$ cat src/rtl/eth_pkg.sv
// eth_pkg: shared Ethernet transmit constants, framer state type and CRC32 bit step
package eth_pkg;
   typedef enum logic [2:0] {
      ST_IDLE,
      ST_PREAMBLE,
      ST_SFD,
      ST_DATA,
      ST_PAD,
      ST_FCS,
      ST_IFG
   } tx_state_t;

   localparam logic [1:0]  PREAMBLE_DIBIT  = 2'b01;
   localparam logic [7:0]  SFD_BYTE        = 8'hD5;
   localparam int          ETH_MIN_PAYLOAD = 60;
   localparam int          ETH_IFG_BYTES   = 12;
   localparam logic [31:0] CRC_POLY        = 32'hEDB88320;

   // Reflected CRC32, one serial bit in LSB-first wire order
   function automatic logic [31:0] crc_bit(input logic [31:0] c, input logic b);
      return (c >> 1) ^ ((c[0] ^ b) ? CRC_POLY : 32'h0);
   endfunction
endpackage

$ cat src/rtl/crc_gen.sv
// crc_gen: dibit-serial Ethernet CRC32; Crc_Out is the inverted value including the current dibit
module crc_gen
   import eth_pkg::*;
(
   input  logic        Clk,
   input  logic        Rst,
   input  logic        Crc_En,
   input  logic [1:0]  Data,
   output logic [31:0] Crc_Out
);
   logic [31:0] crc, crc_nxt;

   always_comb begin
      crc_nxt = Crc_En ? crc_bit(crc_bit(crc, Data[0]), Data[1]) : crc;
      Crc_Out = ~crc_nxt;
   end

   always_ff @(posedge Clk or posedge Rst)
      if (Rst) crc <= 32'hFFFFFFFF;
      else crc <= crc_nxt;
endmodule

$ cat src/rtl/rmii_tx_framer.sv
// rmii_tx_framer: builds Ethernet frames (preamble, SFD, payload, pad, FCS, IFG)
// and drives them onto RMII transmit one dibit per clock
module rmii_tx_framer
   import eth_pkg::*;
#(
   parameter int PREAMBLE_BYTES = 7,
   parameter int MIN_PAYLOAD    = ETH_MIN_PAYLOAD,
   parameter int IFG_BYTES      = ETH_IFG_BYTES
) (
   input  logic       Clk,
   input  logic       Rst,
   input  logic [7:0] Tx_Data,
   input  logic       Tx_Valid,
   input  logic       Tx_Last,
   output logic       Tx_Ready,
   output logic       Tx_En,
   output logic [1:0] Txd,
   output logic       Busy,
   output logic       Frame_Done,
   output logic       Underrun
);
   localparam int            CW       = $clog2(4 * ((PREAMBLE_BYTES > IFG_BYTES ? PREAMBLE_BYTES : IFG_BYTES) + 4));
   localparam logic [CW-1:0] PRE_LAST = CW'(4 * PREAMBLE_BYTES - 1);
   localparam logic [CW-1:0] IFG_LAST = CW'(4 * IFG_BYTES - 1);
   localparam logic [CW-1:0] FCS_LAST = CW'(15);
   localparam logic [11:0]   MIN_P    = 12'(MIN_PAYLOAD);

   tx_state_t     state, nxt;
   logic [CW-1:0] cnt;
   logic [1:0]    dib;
   logic [10:0]   bcnt, bsat;
   logic [31:0]   sh, sh_in, crc_out;
   logic          last_q, byte_end, pad_more, in_byte, crc_en, crc_rst, take, under;

   always_comb begin
      in_byte    = state == ST_SFD || state == ST_DATA || state == ST_PAD;
      crc_en     = state == ST_DATA || state == ST_PAD;
      crc_rst    = Rst || state == ST_PREAMBLE;
      byte_end   = dib == 2'd3;
      bsat       = &bcnt ? bcnt : bcnt + 11'd1;
      pad_more   = {1'b0, bsat} < MIN_P;
      Tx_Ready   = byte_end && (state == ST_SFD || (state == ST_DATA && !last_q));
      take       = Tx_Ready && Tx_Valid;
      under      = Tx_Ready && !Tx_Valid;
      Busy       = state != ST_IDLE;
      Frame_Done = state == ST_FCS && cnt == FCS_LAST;
   end

   always_comb begin
      nxt = state;
      case (state)
         ST_IDLE:     nxt = Tx_Valid ? ST_PREAMBLE : ST_IDLE;
         ST_PREAMBLE: nxt = cnt == PRE_LAST ? ST_SFD : ST_PREAMBLE;
         ST_SFD:      nxt = !byte_end ? ST_SFD : Tx_Valid ? ST_DATA : ST_IFG;
         ST_DATA:     nxt = !byte_end ? ST_DATA : !last_q ? (Tx_Valid ? ST_DATA : ST_IFG) : pad_more ? ST_PAD : ST_FCS;
         ST_PAD:      nxt = byte_end && !pad_more ? ST_FCS : ST_PAD;
         ST_FCS:      nxt = cnt == FCS_LAST ? ST_IFG : ST_FCS;
         ST_IFG:      nxt = cnt != IFG_LAST ? ST_IFG : Tx_Valid ? ST_PREAMBLE : ST_IDLE;
         default:     nxt = ST_IDLE;
      endcase
   end

   // One shift register feeds Txd: SFD byte, payload bytes and the FCS word all leave LSB dibit first
   always_comb
      sh_in = nxt == ST_PREAMBLE ? {30'd0, PREAMBLE_DIBIT} :
              nxt == ST_SFD && state != ST_SFD ? {24'd0, SFD_BYTE} :
              take ? {24'd0, Tx_Data} :
              nxt == ST_FCS && state != ST_FCS ? crc_out :
              nxt == ST_SFD || nxt == ST_DATA || nxt == ST_FCS ? sh : 32'd0;

   always_ff @(posedge Clk or posedge Rst)
      if (Rst) begin
         state    <= ST_IDLE;
         cnt      <= '0;
         dib      <= 2'd0;
         bcnt     <= 11'd0;
         sh       <= 32'd0;
         last_q   <= 1'b0;
         Tx_En    <= 1'b0;
         Txd      <= 2'b00;
         Underrun <= 1'b0;
      end else begin
         state    <= nxt;
         cnt      <= nxt != state ? '0 : cnt + 1'b1;
         dib      <= in_byte ? dib + 2'd1 : 2'd0;
         bcnt     <= state == ST_SFD ? 11'd0 : crc_en && byte_end ? bsat : bcnt;
         sh       <= sh_in >> 2;
         last_q   <= take ? Tx_Last : last_q;
         Tx_En    <= nxt inside {ST_PREAMBLE, ST_SFD, ST_DATA, ST_PAD, ST_FCS};
         Txd      <= sh_in[1:0];
         Underrun <= under;
      end

   crc_gen u_crc (
      .Clk     (Clk),
      .Rst     (crc_rst),
      .Crc_En  (crc_en),
      .Data    (Txd),
      .Crc_Out (crc_out)
   );
endmodule

$ cat config.mk
export PLATFORM = sky130hd
export DESIGN_NAME = rmii_tx_framer
export DESIGN_NICKNAME = d
export VERILOG_FILES = /design/src/rtl/eth_pkg.sv /design/src/rtl/crc_gen.sv /design/src/rtl/rmii_tx_framer.sv
export SDC_FILE = /design/constraint.sdc
export NUM_CORES = 1
export LEC_CHECK = 0
export BUFFER_PORTS_ARGS = -buffer_cell sky130_fd_sc_hd__buf_2
export CAP_MARGIN = 20
export CORE_ASPECT_RATIO = 1.4
export CORE_UTILIZATION = 50
export CTS_BUF_LIST = sky130_fd_sc_hd__clkbuf_8
export DETAILED_ROUTE_END_ITERATION = 12
export GPL_ROUTABILITY_DRIVEN = 0
export GPL_TIMING_DRIVEN = 0
export HOLD_SLACK_MARGIN = 0.03
export PLACE_DENSITY = 0.67
export SETUP_SLACK_MARGIN = 0.5
export SYNTH_ARGS = -nofsm -noshare
export SYNTH_HDL_FRONTEND = slang
export SYNTH_SLANG_ARGS = --single-unit
$ cat constraint.sdc
create_clock -name Clk -period 2.48 [get_ports Clk]
set_input_delay 0.496 -clock Clk [delete_from_list [all_inputs] [get_ports Clk]]
set_output_delay 0.496 -clock Clk [all_outputs]
set_load 0.01 [all_outputs]
==> results of run 1 <==
cell type report:
class / count / area [um2]
fillers: 667 / 2900
well taps: 105 / 131
multi-input cells: 320 / 2390
clock buffers: 10 / 138
clock inverters: 6 / 65.1
inverters: 9 / 45.0
flip-flops and latches: 89 / 2270
repair buffers: 55 / 455
plain buffers: 22 / 213
timing repair:
item / in CTS / in global routing
pin swaps: 15 / 16
gates resized for setup: 55 / 52
hold buffers: 0 / 0
setup endpoints to repair: 67 / 67
gates cloned: 1 / 0
buffers inserted: 19 / 15
cells in the mapped netlist (3+ instances only):
cell,number,share of area [%]
sky130_fd_sc_hd__nor3_1,5,0.57
sky130_fd_sc_hd__nand2_1,55,4.7
sky130_fd_sc_hd__o21ai_0,26,2.9
sky130_fd_sc_hd__nor2_1,42,3.6
sky130_fd_sc_hd__nand2b_1,22,3.1
sky130_fd_sc_hd__and2_1,4,0.57
sky130_fd_sc_hd__xor2_1,16,3.2
sky130_fd_sc_hd__xnor2_1,9,1.8
sky130_fd_sc_hd__mux2i_1,3,0.68
sky130_fd_sc_hd__a21oi_1,34,3.8
sky130_fd_sc_hd__a31oi_1,6,0.85
sky130_fd_sc_hd__nand3_1,9,1.0
sky130_fd_sc_hd__or3_1,3,0.42
sky130_fd_sc_hd__mux2_2,12,3.1
sky130_fd_sc_hd__buf_6,5,1.3
sky130_fd_sc_hd__o21ai_1,6,0.68
sky130_fd_sc_hd__dfstp_2,32,19
sky130_fd_sc_hd__clkbuf_1,10,0.85
sky130_fd_sc_hd__a2bb2oi_1,10,2.0
sky130_fd_sc_hd__a22oi_1,4,0.68
sky130_fd_sc_hd__dfrtp_1,57,32
sky130_fd_sc_hd__buf_2,7,0.79
sky130_fd_sc_hd__o21a_1,3,0.51
sky130_fd_sc_hd__nor2b_1,3,0.42
sky130_fd_sc_hd__inv_1,8,0.68
sky130_fd_sc_hd__ha_1,3,0.85
routing by layer:
layer	track usage, %	share of wire, %
met1	29.0	40
met3	2.50	2.5
met4	12.0	2.5
met5	0	0
met2	44.9	55
worst reg2reg max path, stage by stage, from the launching register on:
cell and delay, ns:
sky130_fd_sc_hd__dfrtp_1 0.41, sky130_fd_sc_hd__ha_4 0.18, sky130_fd_sc_hd__nand4b_1 0.21, sky130_fd_sc_hd__or3_4 0.44, sky130_fd_sc_hd__a32oi_4 0.33, sky130_fd_sc_hd__buf_6 0.16, sky130_fd_sc_hd__a211oi_4 0.07, sky130_fd_sc_hd__o211a_4 0.19
sky130_fd_sc_hd__buf_8 0.14, sky130_fd_sc_hd__a221o_1 0.28
power by group through the flow:
stage	combinational (mW)	sequential, mW	clock [mW]
after global routing	1.09	1.65	1.10
after CTS	0.860	1.63	1.05
final	1.00	1.64	1.03
after global placement	0.706	1.64	0
after detailed placement	0.746	1.65	0
after floorplan	0.533	1.64	0
logic make-up after synthesis:
family | Yosys count | synth area share, %
AOI/OAI and AO/OA | 112 | 16.6
xor gates and xnor gates | 28 | 6.05
adders and majority gates | 3 | 0.848
buffers and inverters | 31 | 3.67
DFF | 89 | 51.2
muxes | 15 | 3.73
and+or+nand+nor | 162 | 17.9
path summary, 6_finish.rpt:
check / startpoint / endpoint / slack [ns] / depth (start not counted)
worst max register to register: cnt[1] / Txd[0] / -0.05 / 9
worst min-delay path: Rst / Underrun / 0.13 / 2
min in group Clk: Tx_Last / last_q / 0.32 / 3
max in group asynchronous: state[0] / u_crc.crc[19] / 1.17 / 4
worst min register to register: u_crc.crc[8] / u_crc.crc[8] / 0.49 / 2
worst max-delay path: cnt[1] / Txd[0] / -0.05 / 9
registers in the layout, summed over array words and instances (netlist names):
signal     cells
u_crc.crc     32
sh            30
bcnt          11
cnt            6
state          3
Txd            2
dib            2
Tx_En          1
Underrun       1
last_q         1
==> flow_results.xml, run 1 <==
<?xml version="1.0" encoding="UTF-8"?>
<metrics>
  <group name="floorplanning">
    <metric name="initial_utilization" unit="%">51.4</metric>
    <metric name="i_o_pin_cnt" unit="">19</metric>
    <metric name="core_region_area" unit="um2">8610</metric>
    <metric name="placementRows" unit="">40</metric>
    <metric name="die_area" unit="um2">9240</metric>
    <metric name="die_w" unit="um">81.5</metric>
    <metric name="die_h" unit="um">113</metric>
  </group>
  <group name="synthesis">
    <metric name="ys.flop_type" unit="">sky130_fd_sc_hd__dfrtp_1</metric>
    <metric name="synth.yosys.seq_area_share" unit="%">51.2</metric>
    <metric name="synthesis.area_per_instance" unit="um2">10.1</metric>
    <metric name="synth_seq_cells" unit="">89</metric>
    <metric name="synthDistinctLibCells" unit="">61</metric>
    <metric name="edff_count_synth" unit="">0</metric>
    <metric name="mappedNetlistNets" unit="">455</metric>
    <metric name="synth_async_sr_flop_share" unit="%">100</metric>
    <metric name="synthesis.yosys.warnings" unit="">0</metric>
    <metric name="synth.cell_area" unit="um2">4430</metric>
    <metric name="postSynthCellCount" unit="">440</metric>
  </group>
  <group name="route">
    <metric name="detail_route.iter0.violations" unit="">208</metric>
    <metric name="post_drt_wl_per_cell" unit="um">17.7</metric>
    <metric name="routed_wl" unit="mm">10.9</metric>
    <metric name="drt_first_pass_iters" unit="">4</metric>
    <metric name="drc" unit="">0</metric>
    <metric name="final_antenna_net_count" unit="">0</metric>
    <metric name="route.vias.total" unit="">3545</metric>
    <metric name="post_drt_via_cell_ratio" unit="">5.75</metric>
  </group>
  <group name="place">
    <metric name="dp_hpwl" unit="mm">6.85</metric>
    <metric name="buffer_ports.inserted" unit="">18</metric>
    <metric name="dp_slack" unit="ns">-0.176</metric>
    <metric name="dpl_cell_area" unit="um2">4770</metric>
    <metric name="placedCellCount" unit="">565</metric>
  </group>
  <group name="sta">
    <metric name="timing.final.hold_violations" unit="">0</metric>
    <metric name="fmaxAchievable" unit="MHz">395</metric>
    <metric name="max_slew.worst_pin.slew" unit="ns">0.571</metric>
    <metric name="maxSlewHeadroom" unit="%">62.0</metric>
    <metric name="skew" unit="ns">0.0111</metric>
    <metric name="hold-worst-slack" unit="ns">0.127</metric>
    <metric name="setup_viol" unit="">13</metric>
    <metric name="finalCritPeriodShare" unit="%">102</metric>
    <metric name="final_period_minus_worst_setup_slack" unit="ns">2.53</metric>
    <metric name="grt_setup_unrepaired" unit="">yes</metric>
    <metric name="setup-tns-final" unit="ns">-0.236</metric>
    <metric name="drv_slew" unit="">0</metric>
    <metric name="layout_setup_ws" unit="ns">-0.0528</metric>
  </group>
  <group name="setup_path">
    <metric name="setup.worst_path.start_class" unit="">register</metric>
    <metric name="crit_path_end_kind" unit="">register</metric>
    <metric name="path_buf_inv" unit="">2</metric>
    <metric name="cp_cell_sequence" unit="">ha_4 &gt; nand4b_1 &gt; or3_4 &gt; a32oi_4 &gt; buf_6 &gt; a211oi_4 &gt; o211a_4 &gt; buf_8 &gt; a221o_1</metric>
    <metric name="timing.setup.critical_path_class" unit="">register to register</metric>
    <metric name="cp.arrival" unit="ns">2.80</metric>
    <metric name="crit_required" unit="ns">2.74</metric>
    <metric name="cp_slowest_stage_delay" unit="ns">0.44</metric>
    <metric name="crit_fanout" unit="">10</metric>
    <metric name="critical-path-top-delay-family" unit="">compound AO/OA/AOI/OAI gates</metric>
    <metric name="slowest_stage" unit="">sky130_fd_sc_hd__or3_4</metric>
  </group>
  <group name="clock_tree">
    <metric name="clock_tree_from_tritoncts" unit="">yes</metric>
    <metric name="cts.root.buffer_cell" unit="">sky130_fd_sc_hd__clkbuf_8</metric>
    <metric name="cts_max_level" unit="">3</metric>
    <metric name="cts-buffers-inserted" unit="">9</metric>
    <metric name="worstSkewPairLatency" unit="ns">0.37</metric>
    <metric name="cts.path.max_buffers" unit="">2</metric>
    <metric name="tritoncts_num_sinks" unit="">89</metric>
    <metric name="cts.reportedPaths.clkPinSlew" unit="ns">0.09</metric>
  </group>
  <group name="pwr">
    <metric name="cellPowerDensity" unit="nW/um2">643</metric>
    <metric name="netSwitchingFraction" unit="%">31.8</metric>
    <metric name="netSwitchingPower" unit="mW">1.17</metric>
    <metric name="comb_power_share" unit="%">27.3</metric>
    <metric name="total_leakage_power" unit="nW">2.37</metric>
    <metric name="maximum_vdd_drop" unit="mV">0.462</metric>
    <metric name="p_clk_share" unit="%">28.0</metric>
    <metric name="power.total" unit="mW">3.67</metric>
    <metric name="intPower" unit="mW">2.50</metric>
    <metric name="seqPwrFrac" unit="%">44.7</metric>
  </group>
  <group name="grt">
    <metric name="antenna_found_initial" unit="">0</metric>
    <metric name="vias_in_the_first_global_route" unit="">3608</metric>
    <metric name="grt_remaining_overflow" unit="">0</metric>
    <metric name="grt_util_all_layers" unit="%">25.1</metric>
    <metric name="grt_first_pass_wirelength" unit="mm">17.3</metric>
    <metric name="grt_start_max_net_pins" unit="">42</metric>
  </group>
  <group name="worst_hold_path">
    <metric name="hp-class" unit="">input pin to async pin</metric>
  </group>
  <group name="final_layout">
    <metric name="layout_commonest_cell" unit="">sky130_fd_sc_hd__dfrtp_1</metric>
    <metric name="nets_final" unit="">521</metric>
    <metric name="n_antenna_cell" unit="">0</metric>
    <metric name="postLayoutCoreUtil" unit="%">66.3</metric>
    <metric name="layout_common_cells" unit="">57 x sky130_fd_sc_hd__dfrtp_1, 53 x sky130_fd_sc_hd__nand2_1, 32 x sky130_fd_sc_hd__nor2_1, 32 x sky130_fd_sc_hd__dfstp_2, 29 x sky130_fd_sc_hd__buf_4</metric>
    <metric name="layoutNonFillerInstCount" unit="">616</metric>
    <metric name="final_design_area_no_fill" unit="um2">5710</metric>
    <metric name="flow.area_growth_from_synthesis" unit="%">28.9</metric>
    <metric name="post_route_cells_drive_above_1_share" unit="%">40.3</metric>
  </group>
  <group name="job">
    <metric name="max-cap-violations" unit="">0</metric>
  </group>
  <group name="status">
    <metric name="run_status" unit="">finished, violations left</metric>
    <metric name="failing_checks" unit="">negative setup slack</metric>
  </group>
</metrics>
No activity file was read; power rests on OpenSTA's default activity.
==> inputs of run 2 (changes only) <==
PLACE_DENSITY = 0.73   (was 0.67)
==> flow_results.xml, run 2 (synthesis results as in run 1) <==
<?xml version="1.0" encoding="UTF-8"?>
<metrics>
  <group name="floorplanning">
    <metric name="die_w" unit="um">81.5</metric>
    <metric name="die_h" unit="um">113</metric>
    <metric name="i_o_pin_cnt" unit="">19</metric>
    <metric name="placementRows" unit="">40</metric>
    <metric name="die_area" unit="um2">9240</metric>
    <metric name="core_region_area" unit="um2">8610</metric>
    <metric name="initial_utilization" unit="%">51.4</metric>
  </group>
  <group name="status">
    <metric name="failing_checks" unit="">negative setup slack</metric>
    <metric name="run_status" unit="">finished, violations left</metric>
  </group>
  <group name="pwr">
    <metric name="maximum_vdd_drop" unit="mV">0.475</metric>
    <metric name="total_leakage_power" unit="nW">2.37</metric>
    <metric name="cellPowerDensity" unit="nW/um2">648</metric>
  </group>
  <group name="setup_path">
    <metric name="slowest_stage" unit="">sky130_fd_sc_hd__dfrtp_1</metric>
    <metric name="crit_required" unit="ns">2.77</metric>
    <metric name="crit_fanout" unit="">8</metric>
    <metric name="timing.reg2reg.setup_slack" unit="ns">-0.02</metric>
    <metric name="cp_cell_sequence" unit="">ha_4 &gt; nand4b_1 &gt; buf_4 &gt; o31ai_1 &gt; o32a_1 &gt; buf_4 &gt; nor2_1 &gt; o22a_2 &gt; or2_4 &gt; buf_4 &gt; a21oi_2</metric>
    <metric name="timing.critical_path.mode_cell" unit="">sky130_fd_sc_hd__buf_4</metric>
    <metric name="setup.worst_path.start_class" unit="">register</metric>
    <metric name="timing.setup.critical_path_class" unit="">register to register</metric>
    <metric name="cp.arrival" unit="ns">2.79</metric>
    <metric name="reg2reg_depth" unit="">11</metric>
    <metric name="crit_path_end_kind" unit="">register</metric>
    <metric name="cp_slowest_stage_delay" unit="ns">0.41</metric>
  </group>
  <group name="clock_tree">
    <metric name="cts.reportedPaths.clkPinSlew" unit="ns">0.10</metric>
    <metric name="cts.path.max_buffers" unit="">2</metric>
    <metric name="cts_max_level" unit="">3</metric>
    <metric name="holdBufCountCts" unit="">0</metric>
    <metric name="tritoncts_num_sinks" unit="">89</metric>
    <metric name="clock_tree_from_tritoncts" unit="">yes</metric>
    <metric name="cts.root.buffer_cell" unit="">sky130_fd_sc_hd__clkbuf_8</metric>
    <metric name="worstSkewPairLatency" unit="ns">0.37</metric>
    <metric name="cts-buffers-inserted" unit="">9</metric>
  </group>
  <group name="sta">
    <metric name="finalCritPeriodShare" unit="%">101</metric>
    <metric name="setup_viol" unit="">7</metric>
    <metric name="final_period_minus_worst_setup_slack" unit="ns">2.50</metric>
    <metric name="max_slew.worst_pin.slew" unit="ns">0.578</metric>
    <metric name="maxSlewHeadroom" unit="%">61.3</metric>
    <metric name="drv_slew" unit="">0</metric>
    <metric name="timing.final.hold_violations" unit="">0</metric>
    <metric name="layout_setup_ws" unit="ns">-0.0237</metric>
    <metric name="fmaxAchievable" unit="MHz">399</metric>
    <metric name="skew" unit="ns">0.0117</metric>
    <metric name="grt_setup_unrepaired" unit="">yes</metric>
    <metric name="setup-tns-final" unit="ns">-0.0859</metric>
    <metric name="hold-worst-slack" unit="ns">0.139</metric>
  </group>
  <group name="final_layout">
    <metric name="post_route_cells_drive_above_1_share" unit="%">42.6</metric>
    <metric name="layoutNonFillerInstCount" unit="">610</metric>
    <metric name="fillers" unit="">622</metric>
    <metric name="flow.area_growth_from_synthesis" unit="%">30.6</metric>
    <metric name="layout_commonest_cell" unit="">sky130_fd_sc_hd__dfrtp_1</metric>
    <metric name="final_design_area_no_fill" unit="um2">5780</metric>
    <metric name="layout_common_cells" unit="">57 x sky130_fd_sc_hd__dfrtp_1, 53 x sky130_fd_sc_hd__nand2_1, 32 x sky130_fd_sc_hd__dfstp_2</metric>
    <metric name="n_antenna_cell" unit="">0</metric>
    <metric name="largestRegisters" unit="">u_crc.crc (32), sh (30), bcnt (11)</metric>
    <metric name="largest_register_ff_count" unit="">32</metric>
    <metric name="top_register" unit="">u_crc.crc</metric>
    <metric name="regArea" unit="um2">2270</metric>
    <metric name="multi_input_area" unit="um2">2500</metric>
    <metric name="nets_final" unit="">515</metric>
  </group>
  <group name="place">
    <metric name="placedCellCount" unit="">565</metric>
    <metric name="dp_slack" unit="ns">-0.162</metric>
    <metric name="dp_hpwl" unit="mm">6.83</metric>
    <metric name="dpl_cell_area" unit="um2">4770</metric>
    <metric name="buffer_ports.inserted" unit="">18</metric>
  </group>
  <group name="route">
    <metric name="drt_first_pass_iters" unit="">5</metric>
    <metric name="final_antenna_net_count" unit="">0</metric>
    <metric name="route.vias.total" unit="">3606</metric>
    <metric name="detail_route.iter0.violations" unit="">139</metric>
    <metric name="post_drt_via_cell_ratio" unit="">5.91</metric>
    <metric name="post_drt_wl_per_cell" unit="um">18.7</metric>
    <metric name="drc" unit="">0</metric>
    <metric name="routed_wl" unit="mm">11.4</metric>
  </group>
  <group name="grt">
    <metric name="antenna_found_initial" unit="">0</metric>
    <metric name="vias_in_the_first_global_route" unit="">3640</metric>
    <metric name="grt_start_max_net_pins" unit="">40</metric>
    <metric name="grt_first_pass_wirelength" unit="mm">17.0</metric>
    <metric name="grt_util_all_layers" unit="%">24.6</metric>
    <metric name="grt_remaining_overflow" unit="">0</metric>
  </group>
  <group name="job">
    <metric name="max-cap-violations" unit="">0</metric>
  </group>
  <group name="worst_hold_path">
    <metric name="hp-class" unit="">input pin to async pin</metric>
  </group>
</metrics>
[run 2: per-stage QoR]
| step | utilization, % | total power, mW |
|---|---|---|
| floorplan | - | 2.17 |
| global placement | 54.8 | 2.34 |
| detailed placement | 55.5 | 2.40 |
| CTS | 61.8 | 3.52 |
| global route | 67.1 | 3.90 |
| finish | 67.1 | 3.74 |
[run 2: cell type report]
class / count / area share (%)
plain buffers: 22 / 3.92
clock buffers: 10 / 2.38
clock inverters: 6 / 1.13
inverters: 9 / 0.693
multi-input cells: 320 / 43.3
flip-flops and latches: 89 / 39.2
well taps: 105 / 2.27
repair buffers: 49 / 7.04
[run 2: power by group]
group          total, mW  switching, mW  leakage, nW  internal (mW)
clock network       1.05          0.551        0.103          0.497
logic               1.06          0.600         1.15          0.463
registers           1.63         0.0732         1.12           1.56
[run 2: path summary, 6_finish.rpt]
path,end,startpoint
min in group Clk,last_q,Tx_Last
hold reg to reg,u_crc.crc[19],u_crc.crc[19]
max in group asynchronous,u_crc.crc[21],state[0]
setup reg to reg,sh[6],cnt[1]
hold / removal,Underrun,Rst
setup / recovery,sh[6],cnt[1]
[run 2: critical path: cells and delay by family, from the launching register on]
kind,cells,cell delay [ns]
DFF,1,0.41
buffers and inverters,3,0.51
and+or+nand+nor,3,0.53
AOI/OAI and AO/OA,4,0.79
adders and majority gates,1,0.17
[run 2: repair_timing]
item	in CTS	in global routing
gates resized for setup	48	71
buffers inserted	15	12
gates cloned	0	2
hold endpoints to repair	0	0
pin swaps	11	11
endpoints found under the setup margin	62	49
[run 2: layer usage]
layer	vias up	wire (um)	track usage (%)
met5	-	0	0
li1	1651	-	-
met3	31	345	4.19
met1	1835	4540	27.7
met2	89	6200	43.9
met4	0	310	10.8
==> inputs of run 3 (changes only) <==
==> constraint.sdc (replaced) <==
create_clock -name Clk -period 2.48 [get_ports Clk]
set_input_delay 0.248 -clock Clk [delete_from_list [all_inputs] [get_ports Clk]]
set_output_delay 0.248 -clock Clk [all_outputs]
set_load 0.01 [all_outputs]
==> flow_results.xml, run 3 (synthesis results as in run 1) <==
<?xml version="1.0" encoding="UTF-8"?>
<metrics>
  <group name="status">
    <metric name="run_status" unit="">completed</metric>
  </group>
  <group name="final_layout">
    <metric name="top_register" unit="">u_crc.crc</metric>
    <metric name="layoutNonFillerInstCount" unit="">604</metric>
    <metric name="layout_common_cells" unit="">57 x sky130_fd_sc_hd__dfrtp_1, 53 x sky130_fd_sc_hd__nand2_1, 33 x sky130_fd_sc_hd__nor2_1</metric>
    <metric name="final_design_area_no_fill" unit="um2">5510</metric>
    <metric name="n_antenna_cell" unit="">0</metric>
    <metric name="flow.area_growth_from_synthesis" unit="%">24.6</metric>
    <metric name="multi_input_area" unit="um2">2340</metric>
    <metric name="regArea" unit="um2">2270</metric>
    <metric name="nets_final" unit="">509</metric>
    <metric name="post_route_cells_drive_above_1_share" unit="%">38.5</metric>
    <metric name="layout_commonest_cell" unit="">sky130_fd_sc_hd__dfrtp_1</metric>
    <metric name="fillers" unit="">664</metric>
    <metric name="largest_register_ff_count" unit="">32</metric>
    <metric name="largestRegisters" unit="">u_crc.crc (32), sh (30), bcnt (11)</metric>
  </group>
  <group name="sta">
    <metric name="skew" unit="ns">0.0124</metric>
    <metric name="max_slew.worst_pin.slew" unit="ns">0.571</metric>
    <metric name="finalCritPeriodShare" unit="%">99.4</metric>
    <metric name="setup-tns-final" unit="ns">0</metric>
    <metric name="timing.final.hold_violations" unit="">0</metric>
    <metric name="final_period_minus_worst_setup_slack" unit="ns">2.46</metric>
    <metric name="grt_setup_unrepaired" unit="">yes</metric>
    <metric name="maxSlewHeadroom" unit="%">61.9</metric>
    <metric name="setup_viol" unit="">0</metric>
    <metric name="fmaxAchievable" unit="MHz">406</metric>
    <metric name="drv_slew" unit="">0</metric>
  </group>
  <group name="place">
    <metric name="dp_hpwl" unit="mm">6.83</metric>
    <metric name="buffer_ports.inserted" unit="">18</metric>
    <metric name="dpl_cell_area" unit="um2">4770</metric>
    <metric name="placedCellCount" unit="">565</metric>
  </group>
  <group name="setup_path">
    <metric name="crit_path_end_kind" unit="">register</metric>
    <metric name="crit_required" unit="ns">2.74</metric>
    <metric name="crit_fanout" unit="">10</metric>
    <metric name="reg2reg_depth" unit="">9</metric>
    <metric name="setup.worst_path.start_class" unit="">register</metric>
    <metric name="timing.setup.critical_path_class" unit="">register to register</metric>
    <metric name="cp.arrival" unit="ns">2.72</metric>
  </group>
  <group name="route">
    <metric name="route.vias.total" unit="">3497</metric>
    <metric name="final_antenna_net_count" unit="">0</metric>
    <metric name="post_drt_wl_per_cell" unit="um">17.6</metric>
    <metric name="post_drt_via_cell_ratio" unit="">5.79</metric>
    <metric name="routed_wl" unit="mm">10.6</metric>
    <metric name="detail_route.iter0.violations" unit="">177</metric>
    <metric name="drt_first_pass_iters" unit="">5</metric>
    <metric name="drc" unit="">0</metric>
  </group>
  <group name="clock_tree">
    <metric name="cts.root.buffer_cell" unit="">sky130_fd_sc_hd__clkbuf_8</metric>
    <metric name="cts.reportedPaths.clkPinSlew" unit="ns">0.10</metric>
    <metric name="cts.path.max_buffers" unit="">2</metric>
    <metric name="worstSkewPairLatency" unit="ns">0.36</metric>
    <metric name="tritoncts_num_sinks" unit="">89</metric>
    <metric name="clock_tree_from_tritoncts" unit="">yes</metric>
    <metric name="cts-buffers-inserted" unit="">9</metric>
    <metric name="cts_max_level" unit="">3</metric>
  </group>
  <group name="grt">
    <metric name="gr-usage-met3" unit="%">4.11</metric>
    <metric name="global_route.usage.met1" unit="%">28.2</metric>
    <metric name="gr-max-usage-layer" unit="">met2</metric>
    <metric name="grt_first_pass_wirelength" unit="mm">17.0</metric>
    <metric name="antenna_found_initial" unit="">0</metric>
    <metric name="grt_remaining_overflow" unit="">0</metric>
    <metric name="use_met2" unit="%">44.0</metric>
    <metric name="grt_util_all_layers" unit="%">24.6</metric>
    <metric name="grt_start_max_net_pins" unit="">40</metric>
    <metric name="vias_in_the_first_global_route" unit="">3613</metric>
  </group>
  <group name="floorplanning">
    <metric name="initial_utilization" unit="%">51.4</metric>
    <metric name="die_h" unit="um">113</metric>
    <metric name="i_o_pin_cnt" unit="">19</metric>
    <metric name="die_area" unit="um2">9240</metric>
    <metric name="placementRows" unit="">40</metric>
    <metric name="die_w" unit="um">81.5</metric>
    <metric name="core_region_area" unit="um2">8610</metric>
  </group>
  <group name="worst_hold_path">
    <metric name="hp-class" unit="">input pin to register</metric>
    <metric name="hold-path-cell-count" unit="">3</metric>
  </group>
  <group name="pwr">
    <metric name="total_leakage_power" unit="nW">2.29</metric>
    <metric name="power.total" unit="mW">3.63</metric>
    <metric name="maximum_vdd_drop" unit="mV">0.471</metric>
    <metric name="cellPowerDensity" unit="nW/um2">659</metric>
  </group>
  <group name="job">
    <metric name="max-cap-violations" unit="">0</metric>
  </group>
</metrics>
==> run 3: power breakdown <==
part	internal [mW]	switching, mW
clock network	0.497	0.533
logic	0.429	0.543
registers	1.56	0.0720
total	2.49	1.15
==> run 3: layout make-up <==
type                       count  area share, %
inverter                       9          0.726
timing repair buffer          43           6.04
clock inverter                 6           1.18
clock buffer                  10           2.50
sequential                    89           41.1
tap                          105           2.38
multi-input combinational    320           42.4
buffer                        22           3.70
==> run 3: layer usage <==
| layer | vias up | wire length (um) |
|---|---|---|
| li1 | 1638 | - |
| met1 | 1760 | 4400 |
| met2 | 82 | 5690 |
| met3 | 17 | 344 |
| met4 | 0 | 212 |
| met5 | - | 0 |
==> run 3: metrics by stage <==
step | util (%) | setup slack (ns) | hold slack, ns
global route | 64.1 | -0.0818 | 0.0624
global placement | 54.8 | -0.123 | 0.419
floorplan | - | 0.199 | 0.353
CTS | 61.2 | 0.0692 | 0.0747
detailed placement | 55.5 | -0.162 | 0.308
finish | 64.1 | 0.0154 | 0.0814
==> run 3: what timing repair did <==
action | CTS | global route
pin swaps | 10 | 10
setup buffers | 14 | 8
endpoints found under the hold margin | 18 | 0
hold buffers | 1 | 0
gates cloned | 0 | 0
endpoints found under the setup margin | 61 | 59
gates resized for setup | 36 | 55
==> run 3: path summary, 6_finish.rpt <==
check	startpoint	endpoint	slack, ns
worst min register to register	dib[0]	dib[0]	0.44
worst max register to register	cnt[1]	Txd[0]	0.02
min in group asynchronous	Rst	cnt[0]	0.45
max in group asynchronous	state[0]	u_crc.crc[25]	1.09
worst min-delay path	Tx_Last	last_q	0.08
worst max-delay path	cnt[1]	Txd[0]	0.02
==> run 3: critical path, stage by stage, from the launching register on <==
cell and delay (ns):
sky130_fd_sc_hd__dfrtp_1 0.40, sky130_fd_sc_hd__ha_4 0.17, sky130_fd_sc_hd__nand4b_1 0.19, sky130_fd_sc_hd__or3_4 0.43, sky130_fd_sc_hd__a32oi_4 0.32, sky130_fd_sc_hd__buf_6 0.15, sky130_fd_sc_hd__a211oi_4 0.07, sky130_fd_sc_hd__o211a_4 0.19
sky130_fd_sc_hd__buf_8 0.15, sky130_fd_sc_hd__a221o_1 0.29
